[src/rtl/rgb_pwm_driver_if.sv]
// Duty-update channel between the colour/hue sequencer and rgb_pwm_driver.
//   duty_r/g/b   : new per-channel duty values (sequencer -> driver)
//   load         : one-cycle strobe, capture duty_* into the shadow registers
//   pending      : shadow holds values not yet applied (driver -> sequencer)
//   period_start : one-cycle pulse in the first cycle of each PWM period
interface rgb_pwm_driver_if;
   logic [7:0] duty_r;
   logic [7:0] duty_g;
   logic [7:0] duty_b;
   logic       load;
   logic       pending;
   logic       period_start;

   modport master (
      output duty_r, duty_g, duty_b, load,
      input  pending, period_start
   );

   modport slave (
      input  duty_r, duty_g, duty_b, load,
      output pending, period_start
   );
endinterface

[src/rtl/rgb_pwm_driver.sv]
// Three-channel 8-bit PWM driver for the RGB LED pins.
// Duty values from the sequencer are double-buffered: a load writes the
// shadow registers, and the shadow is moved into the active registers only
// on a PWM period boundary, so a colour change never cuts a period short.
//   CLK          : system clock, rising edge
//   RST          : synchronous, active-high reset
//   bus          : duty/load in, pending/period_start out (slave modport)
//   RGB_R/G/B    : registered pin drive, polarity set by ACTIVE_LOW
// Parameters:
//   PRESCALE     : one PWM step every PRESCALE+1 clocks (0 = every clock)
//   ACTIVE_LOW   : 1 drives a pin low while its channel is on
module rgb_pwm_driver #(
   parameter int unsigned PRESCALE   = 47,
   parameter bit          ACTIVE_LOW = 1'b1
) (
   input  logic            CLK,
   input  logic            RST,
   rgb_pwm_driver_if.slave bus,
   output logic            RGB_R,
   output logic            RGB_G,
   output logic            RGB_B
);

   localparam int unsigned      PRE_W    = (PRESCALE > 0) ? $clog2(PRESCALE + 1) : 1;
   localparam logic [PRE_W-1:0] PRE_LAST = PRE_W'(PRESCALE);

   logic [PRE_W-1:0]  pre_cnt;
   logic [7:0]        pwm_cnt;
   logic              tick;
   logic              boundary;

   // index 0 = red, 1 = green, 2 = blue
   logic [2:0][7:0]   duty_in;
   logic [2:0][7:0]   shadow;
   logic [2:0][7:0]   active;
   logic              pending_q;
   logic              period_start_q;
   logic [2:0]        on;
   logic [2:0]        pin_q;

   assign duty_in = {bus.duty_b, bus.duty_g, bus.duty_r};

   assign tick     = (pre_cnt == PRE_LAST);
   assign boundary = tick && (pwm_cnt == 8'hFF);

   // prescaler and PWM step counter; pwm_cnt wraps 255 -> 0 naturally
   always_ff @(posedge CLK) begin
      if (RST) begin
         pre_cnt <= '0;
         pwm_cnt <= '0;
      end else if (tick) begin
         pre_cnt <= '0;
         pwm_cnt <= pwm_cnt + 8'd1;
      end else begin
         pre_cnt <= pre_cnt + PRE_W'(1);
      end
   end

   // Shadow capture. A load in the boundary cycle wins over the clear so the
   // freshly written values stay pending for the following boundary.
   always_ff @(posedge CLK) begin
      if (RST) begin
         shadow    <= '0;
         pending_q <= 1'b0;
      end else if (bus.load) begin
         shadow    <= duty_in;
         pending_q <= 1'b1;
      end else if (boundary) begin
         pending_q <= 1'b0;
      end
   end

   // Active duties change only at the boundary and take the shadow as it
   // stood before this cycle's load, if any.
   always_ff @(posedge CLK) begin
      if (RST) begin
         active <= '0;
      end else if (boundary && pending_q) begin
         active <= shadow;
      end
   end

   always_ff @(posedge CLK) begin
      if (RST) begin
         period_start_q <= 1'b0;
      end else begin
         period_start_q <= boundary;
      end
   end

   // duty 0 is never on, duty 255 is on for 255 of 256 steps
   always_comb begin
      on = '0;
      for (int c = 0; c < 3; c++) begin
         on[c] = (pwm_cnt < active[c]);
      end
   end

   always_ff @(posedge CLK) begin
      if (RST) begin
         pin_q <= {3{ACTIVE_LOW}};
      end else begin
         pin_q <= on ^ {3{ACTIVE_LOW}};
      end
   end

   assign RGB_R            = pin_q[0];
   assign RGB_G            = pin_q[1];
   assign RGB_B            = pin_q[2];
   assign bus.pending      = pending_q;
   assign bus.period_start = period_start_q;

endmodule

[src/flat_wrapper.sv]
// flat-port wrapper written by rule: the top's interface ports become plain ports
module rgb_pwm_driver_flat 
#(
   parameter int unsigned PRESCALE   = 47,
   parameter bit          ACTIVE_LOW = 1'b1
)
  (CLK, RST, RGB_R, RGB_G, RGB_B, bus_duty_r, bus_duty_g, bus_duty_b, bus_load, bus_pending, bus_period_start);
  rgb_pwm_driver_if bus_i ();
  input  logic CLK;
  input  logic RST;
  output logic RGB_R;
  output logic RGB_G;
  output logic RGB_B;
  input wire logic [$bits(bus_i.duty_r)-1:0] bus_duty_r;
  input wire logic [$bits(bus_i.duty_g)-1:0] bus_duty_g;
  input wire logic [$bits(bus_i.duty_b)-1:0] bus_duty_b;
  input wire logic [$bits(bus_i.load)-1:0] bus_load;
  output wire logic [$bits(bus_i.pending)-1:0] bus_pending;
  output wire logic [$bits(bus_i.period_start)-1:0] bus_period_start;
  assign bus_i.duty_r = bus_duty_r;
  assign bus_i.duty_g = bus_duty_g;
  assign bus_i.duty_b = bus_duty_b;
  assign bus_i.load = bus_load;
  assign bus_pending = bus_i.pending;
  assign bus_period_start = bus_i.period_start;
  rgb_pwm_driver #(.PRESCALE(PRESCALE), .ACTIVE_LOW(ACTIVE_LOW)) u_core (.CLK(CLK), .RST(RST), .bus(bus_i), .RGB_R(RGB_R), .RGB_G(RGB_G), .RGB_B(RGB_B));
endmodule
[config.mk]
export PLATFORM = sky130hd
export DESIGN_NAME = rgb_pwm_driver_flat
export DESIGN_NICKNAME = d
export VERILOG_FILES = /design/src/rtl/rgb_pwm_driver_if.sv /design/src/rtl/rgb_pwm_driver.sv /design/src/flat_wrapper.sv
export SDC_FILE = /design/constraint.sdc
export NUM_CORES = 1
export LEC_CHECK = 0
export BUFFER_PORTS_ARGS = -buffer_cell sky130_fd_sc_hd__buf_2
export CORE_UTILIZATION = 45
export DETAILED_ROUTE_END_ITERATION = 12
export SETUP_SLACK_MARGIN = 0.02
export SYNTH_ARGS = -nofsm -noshare
export SYNTH_HDL_FRONTEND = slang
export SYNTH_SLANG_ARGS = --single-unit
[constraint.sdc]
create_clock -name CLK -period 3.2 [get_ports CLK]
set_input_delay 0 -clock CLK [delete_from_list [all_inputs] [get_ports CLK]]
set_output_delay 0 -clock CLK [all_outputs]
set_load 0.1 [all_outputs]
# Word level (Yosys, flattened, before mapping)
# Index checks and enable logic that the tools add are counted.
totals:
  word_cells: 25
  regBits: 67
  out_inout_bits: 5
  inputBits: 27
classes:
  eq_ne: 2
  mux: 2
  addsub: 2
  magnitude_cmp: 3
  reduce_logical: 4
  bitwise: 1
ops:
  columns: ["cell", "count"]
  rows:
  - ["8-bit < comparator", 3]
  - ["8-bit by 1-bit adder with 8-bit output, second input constant", 1]
  - ["8-bit == test, second input constant", 1]
  - ["6-bit by 1-bit adder with 6-bit output, second input constant", 1]
  - ["6-bit == test, second input constant", 1]
  - ["3-bit NOT", 1]
  - ["1-bit logical AND", 2]
  - ["1-bit 2-to-1 mux", 2]
  - ["2-bit nonzero test", 1]
  - ["2-bit OR reduction", 1]

# Longest topological paths before layout
depth:
  ltp_word: 4
  ltp_mapped: 7
  ltp_nobuf: 6

# Worst setup path after synthesis
# OpenSTA, ideal clock, no wires.
synth_timing:
  path_kind: "flip-flop to flip-flop"
  start: "register u_core.pending_q (netlist: u_core.bus.pending)"
  end: "register u_core.active[16] in the netlist's numbering"
  required_time_ns: 3.072
  setup_slack_ns: 1.184
  arrival_time_ns: 1.888
  setup_ns: 0.128
  path_stages_with_launch: 7
  period_less_slack_ns: 2.016
  cell_sequence: "dfxtp_1 -> nand2_1 -> or4_4 -> buf_6 -> buf_6 -> nand3b_1 -> o21ai_1"
synth_between:
  elab_chain_cells: 1
synth_rtl:
  columns: ["item", "line_no", "source"]
  rows:
  - ["start, declared", "rgb_pwm_driver.sv:36", "logic pending_q;"]
  - ["start signal, assigned", "rgb_pwm_driver.sv:64", "pending_q <= 1'b0;"]
  - ["start signal, assigned", "rgb_pwm_driver.sv:67", "pending_q <= 1'b1;"]
  - ["start signal, assigned", "rgb_pwm_driver.sv:69", "pending_q <= 1'b0;"]
  - ["1-bit logical AND", "rgb_pwm_driver.sv:78", "end else if (boundary && pending_q) begin"]
  - ["end signal, assigned", "rgb_pwm_driver.sv:79", "active <= shadow;"]
  - ["end, declared", "rgb_pwm_driver.sv:35", "logic [2:0][7:0] active;"]
# No other way between the ends.
# A chain may end at the register's enable or synchronous reset.

# Worst setup path after layout
layout_timing:
  start: "register u_core.pwm_cnt[0]"
  end: "register u_core.active[0] in the netlist's numbering"
layout_between:
  elab_chain_cells: 3
layout_rtl:
  columns: ["item", "line_no", "source"]
  rows:
  - ["start, declared", "rgb_pwm_driver.sv:28", "logic [7:0] pwm_cnt;"]
  - ["start signal, assigned", "rgb_pwm_driver.sv:53", "pwm_cnt <= pwm_cnt + 8'd1;"]
  - ["8-bit == test", "rgb_pwm_driver.sv:44", "assign boundary = tick && (pwm_cnt == 8'hFF);"]
  - ["1-bit logical AND", "rgb_pwm_driver.sv:44", null]
  - ["1-bit logical AND", "rgb_pwm_driver.sv:78", null]
# No other way between the ends.

==> results.cfg <==
[run_status]
status = complete, but fails checks
violations = design-rule violations

[timing]
report.final.hold_viol_count = 0
worst_pin_slew_ns = 1.148
setup-violations-final = 0
fin_skew_ns = 0.008167
fin_crit_sh = 0.6386
fin_crit_ns = 2.044
slew_violations = 0
fmax_mhz = 489.3
finalSetupTns_ns = 0
slew_headroom = 0.2349
rsz0062_at_grt = no

[die]
core_area_mm2 = 0.006794
start_util = 0.4648
die_area_mm2 = 0.007356
die_h_um = 85.77
rows = 30
pin_count = 32
die-width_um = 85.77

[cts]
clk_pin_slew_ns = 0.08
insertion_delay_ns = 0.34
cts_resized = 0
cts_root_buffer = clkbuf_8
cts_tree = done
htree_levels = 3
clock_path_buffers = 2
clock-sinks = 67
cts_buffers = 9

[pwr]
leakage_nw = 1.493
ir_drop_v = 0.0003033
p_total_mw = 1.752
power.density_mw_per_mm2 = 461.1

[global_route]
grt_pass1_wl_um = 9487
grt_pass1_vias = 2073
grt_max_degree = 82
grt_antenna_before_repair = 0
overflow = 0
track_usage = 0.1664

[cells_and_area]
final_cell_area_mm2 = 0.003800
fill_cells = 634
fin_nets = 429
multiInputGateArea_mm2 = 0.001628
seqCellArea_mm2 = 0.001341
layout_commonest_cell = dfxtp_1
syn_to_final_growth_pct = 20.32
drive_gt1_frac = 0.1641
layout_common_cells = dfxtp_1, nor2_1, buf_2, nand2b_1, mux2i_1
num_antenna_cells = 0

[logic_synthesis]
syn_avg_cell_area_um2 = 9.599
yosysUniqueCellTypes = 40
syn_area_mm2 = 0.003158
async_flop_share = 0
synth-seq-cells = 67
syn_nets = 379
synth_top_area_share = 0.4247
ys_top_cells_by_area = dfxtp_1, ha_1, mux2i_1, nand2b_1, nor2_1
synth-edff-count = 0
ys.flop_type = dfxtp_1
yosysTopAreaCell = dfxtp_1
synth_cells = 329
yosys_warnings = 0
seq_area_frac_synth = 0.4247

[critical_path]
crit_required_ns = 3.42
cp_data_arrival_time_ns = 2.26
crit_type = reg2reg
timing.rr.end = u_core.active[0]
cp-end-kind = flip-flop
reg2reg_slack_ns = 1.16
startpoint = u_core.pwm_cnt[0]
endpoint = u_core.active[0]
crit_fanout = 48
timing.rr.start = u_core.pwm_cnt[0]
ff2ff_path_depth = 5
critPathLaunchType = flip-flop

[place]
hpwlAfterDp_um = 3441
place.gp.congestion = 0.7398
portBuffers = 31
place_area_mm2 = 0.003342

[route]
wl_per_cell_um = 11.54
dr.first_iter.drc_count = 95
wl_um = 5538
ant_nets = 0
vias_per_cell = 4.713
vias = 2262
route.detailed.drc = 1
first_pass_iters = 8

[run]
drv_cap = 0

[min_path]
hp-class = in2reg
## final cells by class
| type | count | area share |
|---|---|---|
| clock buffer | 10 | 0.03359 |
| sequential | 67 | 0.3530 |
| timing repair buffer | 56 | 0.1060 |
| inverter | 24 | 0.02371 |
| multi-input combinational | 221 | 0.4284 |
| clock inverter | 6 | 0.02371 |
| tap | 96 | 0.03161 |
## cell families (layout without fill, tap and decap cells)
group,count (synthesis),in the layout,synth area share
multiplexers,25,25,0.07924
XOR/XNOR,11,11,0.03051
adder cells (fa/ha/maj),23,23,0.09113
buffers and inverters,41,96,0.05983
AO/OA/AOI/OAI,45,45,0.09112
flip-flops,67,67,0.4247
AND/OR/NAND/NOR,117,117,0.2235
## worst max-delay path, cell delays in order, from the launching register on
cell and delay, ns:
dfxtp_1 0.44, ha_1 0.25, nand4b_4 0.13, or4_4 0.81, nand3b_1 0.20, o21ai_2 0.06
## power breakdown
group	internal, mW	switching (mW)	total, mW
clock	0.438	0.327	0.765
sequential	0.856	0.0123	0.868
combinational	0.0668	0.0525	0.119
total	1.36	0.391	1.75
## synthesized netlist by cell type (4+ instances only)
cell type and instances:
nand3b_1 17, o21ai_2 4, ha_1 23, clkbuf_1 11
nand3b_2 8, nand2_1 6, o21ai_1 16, mux2i_1 25
dfxtp_1 67, o21ai_0 8, nor2_1 43, xnor2_1 10
inv_1 24, nand2b_1 26
## how the worst min path moves through the flow
| stage | from | endpoint | depth (start not counted) |
|---|---|---|---|
| 3_5_place_dp | bus_duty_g[6] | u_core.shadow[14] | 3 |
| 4_1_cts | bus_load | u_core.shadow[23] | 3 |
| 3_3_place_gp | bus_duty_r[7] | u_core.shadow[7] | 3 |
| 2_1_floorplan | bus_duty_r[0] | u_core.shadow[0] | 2 |
| 6_report | bus_load | u_core.shadow[23] | 3 |
| 5_1_grt | bus_load | u_core.shadow[18] | 3 |
## layer usage
metal | track usage | vias to the layer above | share of wire
met5 | 0 | - | 0
met4 | 0.05455 | 0 | 0.013
met3 | 0.06064 | 7 | 0.033
met2 | 0.2553 | 30 | 0.44
met1 | 0.2176 | 1012 | 0.51
li1 | - | 1213 | -
## metrics by stage
stage / util / setup slack [ns] / hold WS (ns) / instances
after CTS: 0.5593 / 1.148 / 0.3059 / 480
after global placement: 0.4919 / 1.220 / 0.2327 / 440
after detailed placement: 0.4919 / 1.154 / 0.2421 / 440
after global routing: 0.5593 / 1.044 / 0.3333 / 480
final: 0.5593 / 1.156 / 0.3041 / 480
after floorplan: - / 1.184 / 0.1472 / 329
## state kept, by name, indices dropped and copies added (netlist names)
name and count:
u_core.pwm_cnt 8, u_core.active 24, u_core.pin_q 3, u_core.bus.pending 1, u_core.bus.period_start 1, u_core.shadow 24
u_core.pre_cnt 6
## timing repair
item / CTS / global route
hold endpoints to repair: 24 / 0
setup buffers: 0 / 0
hold buffers: 24 / 0
(Power assumes the default switching activity.)
